--- src/rtl/twiddler_pipe.sv ---
// twiddler_pipe: 3-stage pipelined complex twiddle multiply, Y = A*W or A*conj(W), with valid/ready,
// tag sideband, round/saturate and a sticky saturation counter. Define TWIDDLER_ROUND_EN for round-half-up.
module twiddler_pipe #(
  parameter int DW   = 11,
  parameter int TW   = 17,
  parameter int FRAC = 16,
  parameter int TAGW = 8,
  parameter int CNTW = 16
) (
  input  logic            clk,
  input  logic            rst,
  input  logic            in_valid,
  output logic            in_ready,
  input  logic [2*DW-1:0] a,
  input  logic [TW-1:0]   wr,
  input  logic [TW-1:0]   wi,
  input  logic            conj,
  input  logic [TAGW-1:0] tag_in,
  output logic            out_valid,
  input  logic            out_ready,
  output logic [2*DW-1:0] y,
  output logic [TAGW-1:0] tag_out,
  output logic [CNTW-1:0] sat_cnt,
  input  logic            sat_clr
);
  localparam int PW = DW + TW;
  localparam int SW = PW + 1;
  localparam logic signed [SW-1:0] YMAX = SW'((longint'(1) << (DW - 1)) - 1);
  localparam logic signed [SW-1:0] YMIN = SW'(-(longint'(1) << (DW - 1)));
`ifdef TWIDDLER_ROUND_EN
  localparam logic signed [SW-1:0] RND = SW'(longint'(1) << (FRAC - 1));
`endif

  logic                   stall, adv;
  logic                   v1, v2, v3;
  logic signed [DW-1:0]   ar1, ai1;
  logic signed [TW-1:0]   wr1, wi1;
  logic                   c1, c2;
  logic [TAGW-1:0]        t1, t2;
  logic signed [PW-1:0]   p_rr, p_ii, p_ri, p_ir;
  logic signed [SW-1:0]   pr_sum, pi_sum, pr_sh, pi_sh;
  logic signed [DW-1:0]   yr_n, yi_n;
  logic                   sat_r, sat_i;
  logic [CNTW:0]          cnt_sum;

  // A stall freezes every stage at once, so bubbles are held in place rather than squeezed out.
  assign stall     = v3 & ~out_ready;
  assign adv       = ~stall;
  assign in_ready  = adv;
  assign out_valid = v3;

  always_ff @(posedge clk or negedge rst) begin
    if (!rst) begin
      v1 <= 1'b0;
      v2 <= 1'b0;
      v3 <= 1'b0;
    end else if (adv) begin
      v1 <= in_valid;
      v2 <= v1;
      v3 <= v2;
    end
  end

  always_ff @(posedge clk or negedge rst) begin
    if (!rst) begin
      ar1 <= '0;
      ai1 <= '0;
      wr1 <= '0;
      wi1 <= '0;
      c1  <= 1'b0;
      t1  <= '0;
    end else if (adv && in_valid) begin
      ar1 <= $signed(a[2*DW-1:DW]);
      ai1 <= $signed(a[DW-1:0]);
      wr1 <= $signed(wr);
      wi1 <= $signed(wi);
      c1  <= conj;
      t1  <= tag_in;
    end
  end

  always_ff @(posedge clk or negedge rst) begin
    if (!rst) begin
      p_rr <= '0;
      p_ii <= '0;
      p_ri <= '0;
      p_ir <= '0;
      c2   <= 1'b0;
      t2   <= '0;
    end else if (adv && v1) begin
      p_rr <= PW'(ar1) * PW'(wr1);
      p_ii <= PW'(ai1) * PW'(wi1);
      p_ri <= PW'(ar1) * PW'(wi1);
      p_ir <= PW'(ai1) * PW'(wr1);
      c2   <= c1;
      t2   <= t1;
    end
  end

  always_comb begin
    if (c2) begin
      pr_sum = {p_rr[PW-1], p_rr} + {p_ii[PW-1], p_ii};
      pi_sum = {p_ir[PW-1], p_ir} - {p_ri[PW-1], p_ri};
    end else begin
      pr_sum = {p_rr[PW-1], p_rr} - {p_ii[PW-1], p_ii};
      pi_sum = {p_ri[PW-1], p_ri} + {p_ir[PW-1], p_ir};
    end
`ifdef TWIDDLER_ROUND_EN
    pr_sh = (pr_sum + RND) >>> FRAC;
    pi_sh = (pi_sum + RND) >>> FRAC;
`else
    pr_sh = pr_sum >>> FRAC;
    pi_sh = pi_sum >>> FRAC;
`endif
    sat_r = 1'b0;
    sat_i = 1'b0;
    if (pr_sh > YMAX) begin
      yr_n  = YMAX[DW-1:0];
      sat_r = 1'b1;
    end else if (pr_sh < YMIN) begin
      yr_n  = YMIN[DW-1:0];
      sat_r = 1'b1;
    end else begin
      yr_n = pr_sh[DW-1:0];
    end
    if (pi_sh > YMAX) begin
      yi_n  = YMAX[DW-1:0];
      sat_i = 1'b1;
    end else if (pi_sh < YMIN) begin
      yi_n  = YMIN[DW-1:0];
      sat_i = 1'b1;
    end else begin
      yi_n = pi_sh[DW-1:0];
    end
    cnt_sum = {1'b0, sat_cnt} + (CNTW+1)'(sat_r) + (CNTW+1)'(sat_i);
  end

  always_ff @(posedge clk or negedge rst) begin
    if (!rst) begin
      y       <= '0;
      tag_out <= '0;
    end else if (adv && v2) begin
      y       <= {yr_n, yi_n};
      tag_out <= t2;
    end
  end

  always_ff @(posedge clk or negedge rst) begin
    if (!rst) begin
      sat_cnt <= '0;
    end else if (sat_clr) begin
      sat_cnt <= '0;
    end else if (adv && v2) begin
      sat_cnt <= cnt_sum[CNTW] ? '1 : cnt_sum[CNTW-1:0];
    end
  end

endmodule
--- config.mk ---
export PLATFORM = sky130hd
export DESIGN_NAME = twiddler_pipe
export DESIGN_NICKNAME = d
export VERILOG_FILES = /design/src/rtl/twiddler_pipe.sv
export SDC_FILE = /design/constraint.sdc
export NUM_CORES = 2
export LEC_CHECK = 0
export ABC_AREA = 0
export BUFFER_PORTS_ARGS = -buffer_cell sky130_fd_sc_hd__buf_2
export CORE_ASPECT_RATIO = 1.25
export CORE_MARGIN = 5
export CORE_UTILIZATION = 65
export CTS_BUF_LIST = sky130_fd_sc_hd__clkbuf_16
export DETAILED_ROUTE_END_ITERATION = 12
export MAX_ROUTING_LAYER = met4
export PLACE_DENSITY_LB_ADDON = 0.25
export SYNTH_ARGS = -nofsm -noshare
export SYNTH_HDL_FRONTEND = slang
export SYNTH_SLANG_ARGS = --single-unit
--- constraint.sdc ---
create_clock -name clk -period 8.23 [get_ports clk]
set_input_delay 0.823 -clock clk [delete_from_list [all_inputs] [get_ports clk]]
set_output_delay 0.823 -clock clk [all_outputs]
set_load 0.01 [all_outputs]
==> results.json <==
{
  "syn_area_um2": 39200,
  "required_ns": 8.73,
  "min_path_type": "input pin to async pin",
  "seq_area_frac_synth_pct": 15.0,
  "final_nets": 5315,
  "cts-root-buf": "clkbuf_16",
  "worst_pin_slew_ns": 1.06,
  "cp_num_buf_inv": 1,
  "cts_setup_buffers": 0,
  "rsz0062_at_grt": "no",
  "via_per_inst": 5.80,
  "cp.arrival_ns": 7.59,
  "worst_slack_ns": 1.14,
  "slew_headroom_pct": 29.1,
  "firstDrtPassIters": 5,
  "syn_to_final_growth_pct": 5.35,
  "gr-total-overflow": 0,
  "yosys_warnings": 0,
  "ys_seq_elements": 235,
  "fin_setup_tns_ns": 0,
  "htreeDepth": 1,
  "setup_viol": 0,
  "dominantRegCellSynth": "dfrtp_1",
  "die_h_um": 285,
  "end_kind": "flop",
  "die_x_um": 230,
  "slew_violations": 0,
  "fin_crit_sh_pct": 86.2,
  "track_usage_pct": 30.6,
  "syn_nets": 5322,
  "dp_hpwl_mm": 75.0,
  "initial_core_util_pct": 65.7,
  "dr.first_iter.drc_count": 1927,
  "max_freq_ghz": 0.141,
  "synthArstFlopShare_pct": 100,
  "io_pins": 118,
  "die_area_um2": 65400,
  "hold_buffers": 0,
  "num_rows": 100,
  "path_delay_family": "simple AND/OR/NAND/NOR gates",
  "ctsResizeCount": 0,
  "yosysUniqueCellTypes": 80,
  "hold_viol_final": 0,
  "cp_slowest_stage_delay_ns": 0.62,
  "grt_pass1_vias": 30700,
  "skew_ns": 0.0330,
  "core_um2": 59700,
  "postRouteAntennaNets": 0,
  "vias": 29300,
  "pre_cts_slack_ns": 1.16,
  "syn_inst": 4274,
  "io_buffers": 117,
  "cts_buffers": 29,
  "crit_type": "flop to flop",
  "synth.avg_cell_area_um2": 9.17,
  "grt_pass1_wl_mm": 157,
  "antenna_found_initial": 2,
  "cp_max_fo": 14,
  "cts.clk_slew.worst_paths_ns": 0.06,
  "fin_crit_ns": 7.09,
  "status": "completed",
  "wl_mm": 95.0,
  "cts_sinks": 235,
  "start_kind": "flop",
  "grt_max_degree": 110,
  "insertion_delay_ns": 0.62,
  "clk_path_buf_depth": 3,
  "drc": 0,
  "drive_gt1_share_pct": 7.18,
  "maxCapViolations": 0,
  "cts_tree": "built",
  "synth_edf_count": 0,
  "avgRoutedWirePerCell_um": 18.8,
  "routabilityCongestion": 0.939,
  "crit_slowest_cell": "nor4_1"
}
==> Yosys cell counts (16+ instances only) <==
cell type  instances  area share [%]
a211oi_1          21            0.40
a21o_1            48            0.92
a21oi_1          142             1.8
a221o_1           22            0.56
a31oi_1           24            0.38
and2_1           360             5.7
and3_1            16            0.26
buf_1             28            0.27
clkbuf_1         174             1.7
dfrtp_1          235              15
fa_1             685              35
ha_1             293             9.3
inv_1            742             7.1
mux2_2            68             2.0
nand2_1          585             5.6
nand2b_1          78             1.2
nand3_1           43            0.55
nand4_1           16            0.26
nor2_1           116             1.1
nor3_1            40            0.51
o21a_1            16            0.31
o21ai_0          118             1.5
o21ai_1           38            0.49
o31ai_1           16            0.31
xnor2_1          108             2.4
xor2_1            60             1.3
==> per-layer routing <==
layer | routed length [um] | track usage [%]
met3 | 6480 | 4.68
met2 | 46100 | 50.5
met5 | 0 | -
met1 | 37500 | 38.2
met4 | 4870 | 12.2
==> cell usage in the layout, fill, tap and decap left out, drive strengths merged, types with 6 or more instances in the layout <==
cell | Yosys | final
inv | 742 | 748
fa | 685 | 685
nand2 | 585 | 585
and2 | 362 | 362
ha | 293 | 293
dfrtp | 235 | 235
buf | 29 | 165
o21ai | 156 | 156
a21oi | 142 | 142
nor2 | 116 | 116
xnor2 | 108 | 108
nand2b | 78 | 78
mux2 | 68 | 68
xor2 | 61 | 61
a21o | 48 | 48
nand3 | 43 | 43
nor3 | 41 | 41
clkbuf | 174 | 29
a31oi | 24 | 24
a221o | 22 | 22
a211oi | 22 | 22
and3 | 18 | 18
nand4 | 16 | 16
o31ai | 16 | 16
o21a | 16 | 16
nor3b | 16 | 16
o21bai | 13 | 13
nor2b | 10 | 10
or3 | 10 | 10
or4 | 10 | 10
o211ai | 10 | 10
mux2i | 9 | 9
o41ai | 9 | 9
a31o | 8 | 8
nor4 | 8 | 8
clkinv | 0 | 8
a311oi | 7 | 7
a211o | 7 | 7
nand3b | 6 | 6
==> area by class of cell <==
| cell class | instances | area, um^2 |
|---|---|---|
| multi-input cells | 3094 | 29800 |
| fillers | 4656 | 18400 |
| flip-flops and latches | 235 | 5880 |
| inverters | 742 | 2790 |
| well taps | 765 | 957 |
| repair buffers | 165 | 956 |
| clock buffers | 29 | 726 |
| clock inverters | 22 | 203 |
| diodes | 3 | 7.51 |
==> worst paths after layout <==
path,cells after the start,from,endpoint,slack [ns]
min in group clk,2,wr[1],wr1[1]$_DFFE_PN0P_,0.43
max in group asynchronous,2,rst,wr1[13]$_DFFE_PN0P_,6.43
min reg2reg,2,tag_out[5]$_DFFE_PN0P_,tag_out[5]$_DFFE_PN0P_,0.47
max reg2reg,26,p_ri[2]$_DFFE_PN0P_,sat_cnt[9]$_DFFE_PN0P_,1.14
min,1,rst,y[6]$_DFFE_PN0P_,0.28
max,26,p_ri[2]$_DFFE_PN0P_,sat_cnt[9]$_DFFE_PN0P_,1.14
==> through the flow <==
step / hold slack [ns] / cell area (um^2) / util, % / instances
4_1_cts: 0.296 / 41300 / 69.2 / 5052
5_1_grt: 0.357 / 41300 / 69.2 / 5054
2_1_floorplan: 0.433 / 39200 / - / 4274
3_5_place_dp: 0.450 / 40400 / 67.6 / 5001
6_report: 0.283 / 41300 / 69.2 / 5055
3_3_place_gp: 0.450 / 40400 / 67.6 / 5001
==> cells by family (layout without fill, tap and decap cells) <==
group                      after synthesis  after routing  share of synthesized area, %
and+or+nand+nor                       1330           1330                          16.8
adders and majority gates              978            978                          44.3
buffers and inverters                  945            958                          9.06
AOI/OAI and AO/OA                      540            540                          8.86
DFF                                    235            235                          15.0
xor gates and xnor gates               169            169                          3.79
muxes                                   77             77                          2.18
other                                    0              3                             0
==> sequential cells by signal (all words and copies together), names as in the netlist, 16 cells and up <==
register / flops
p_ii: 28
p_ir: 28
p_ri: 28
p_rr: 28
sat_cnt: 16
wi1: 17
wr1: 17
y: 22
Power is not shown: default switching activity piles up to over one toggle a cycle in this logic, so the estimate is an artifact.
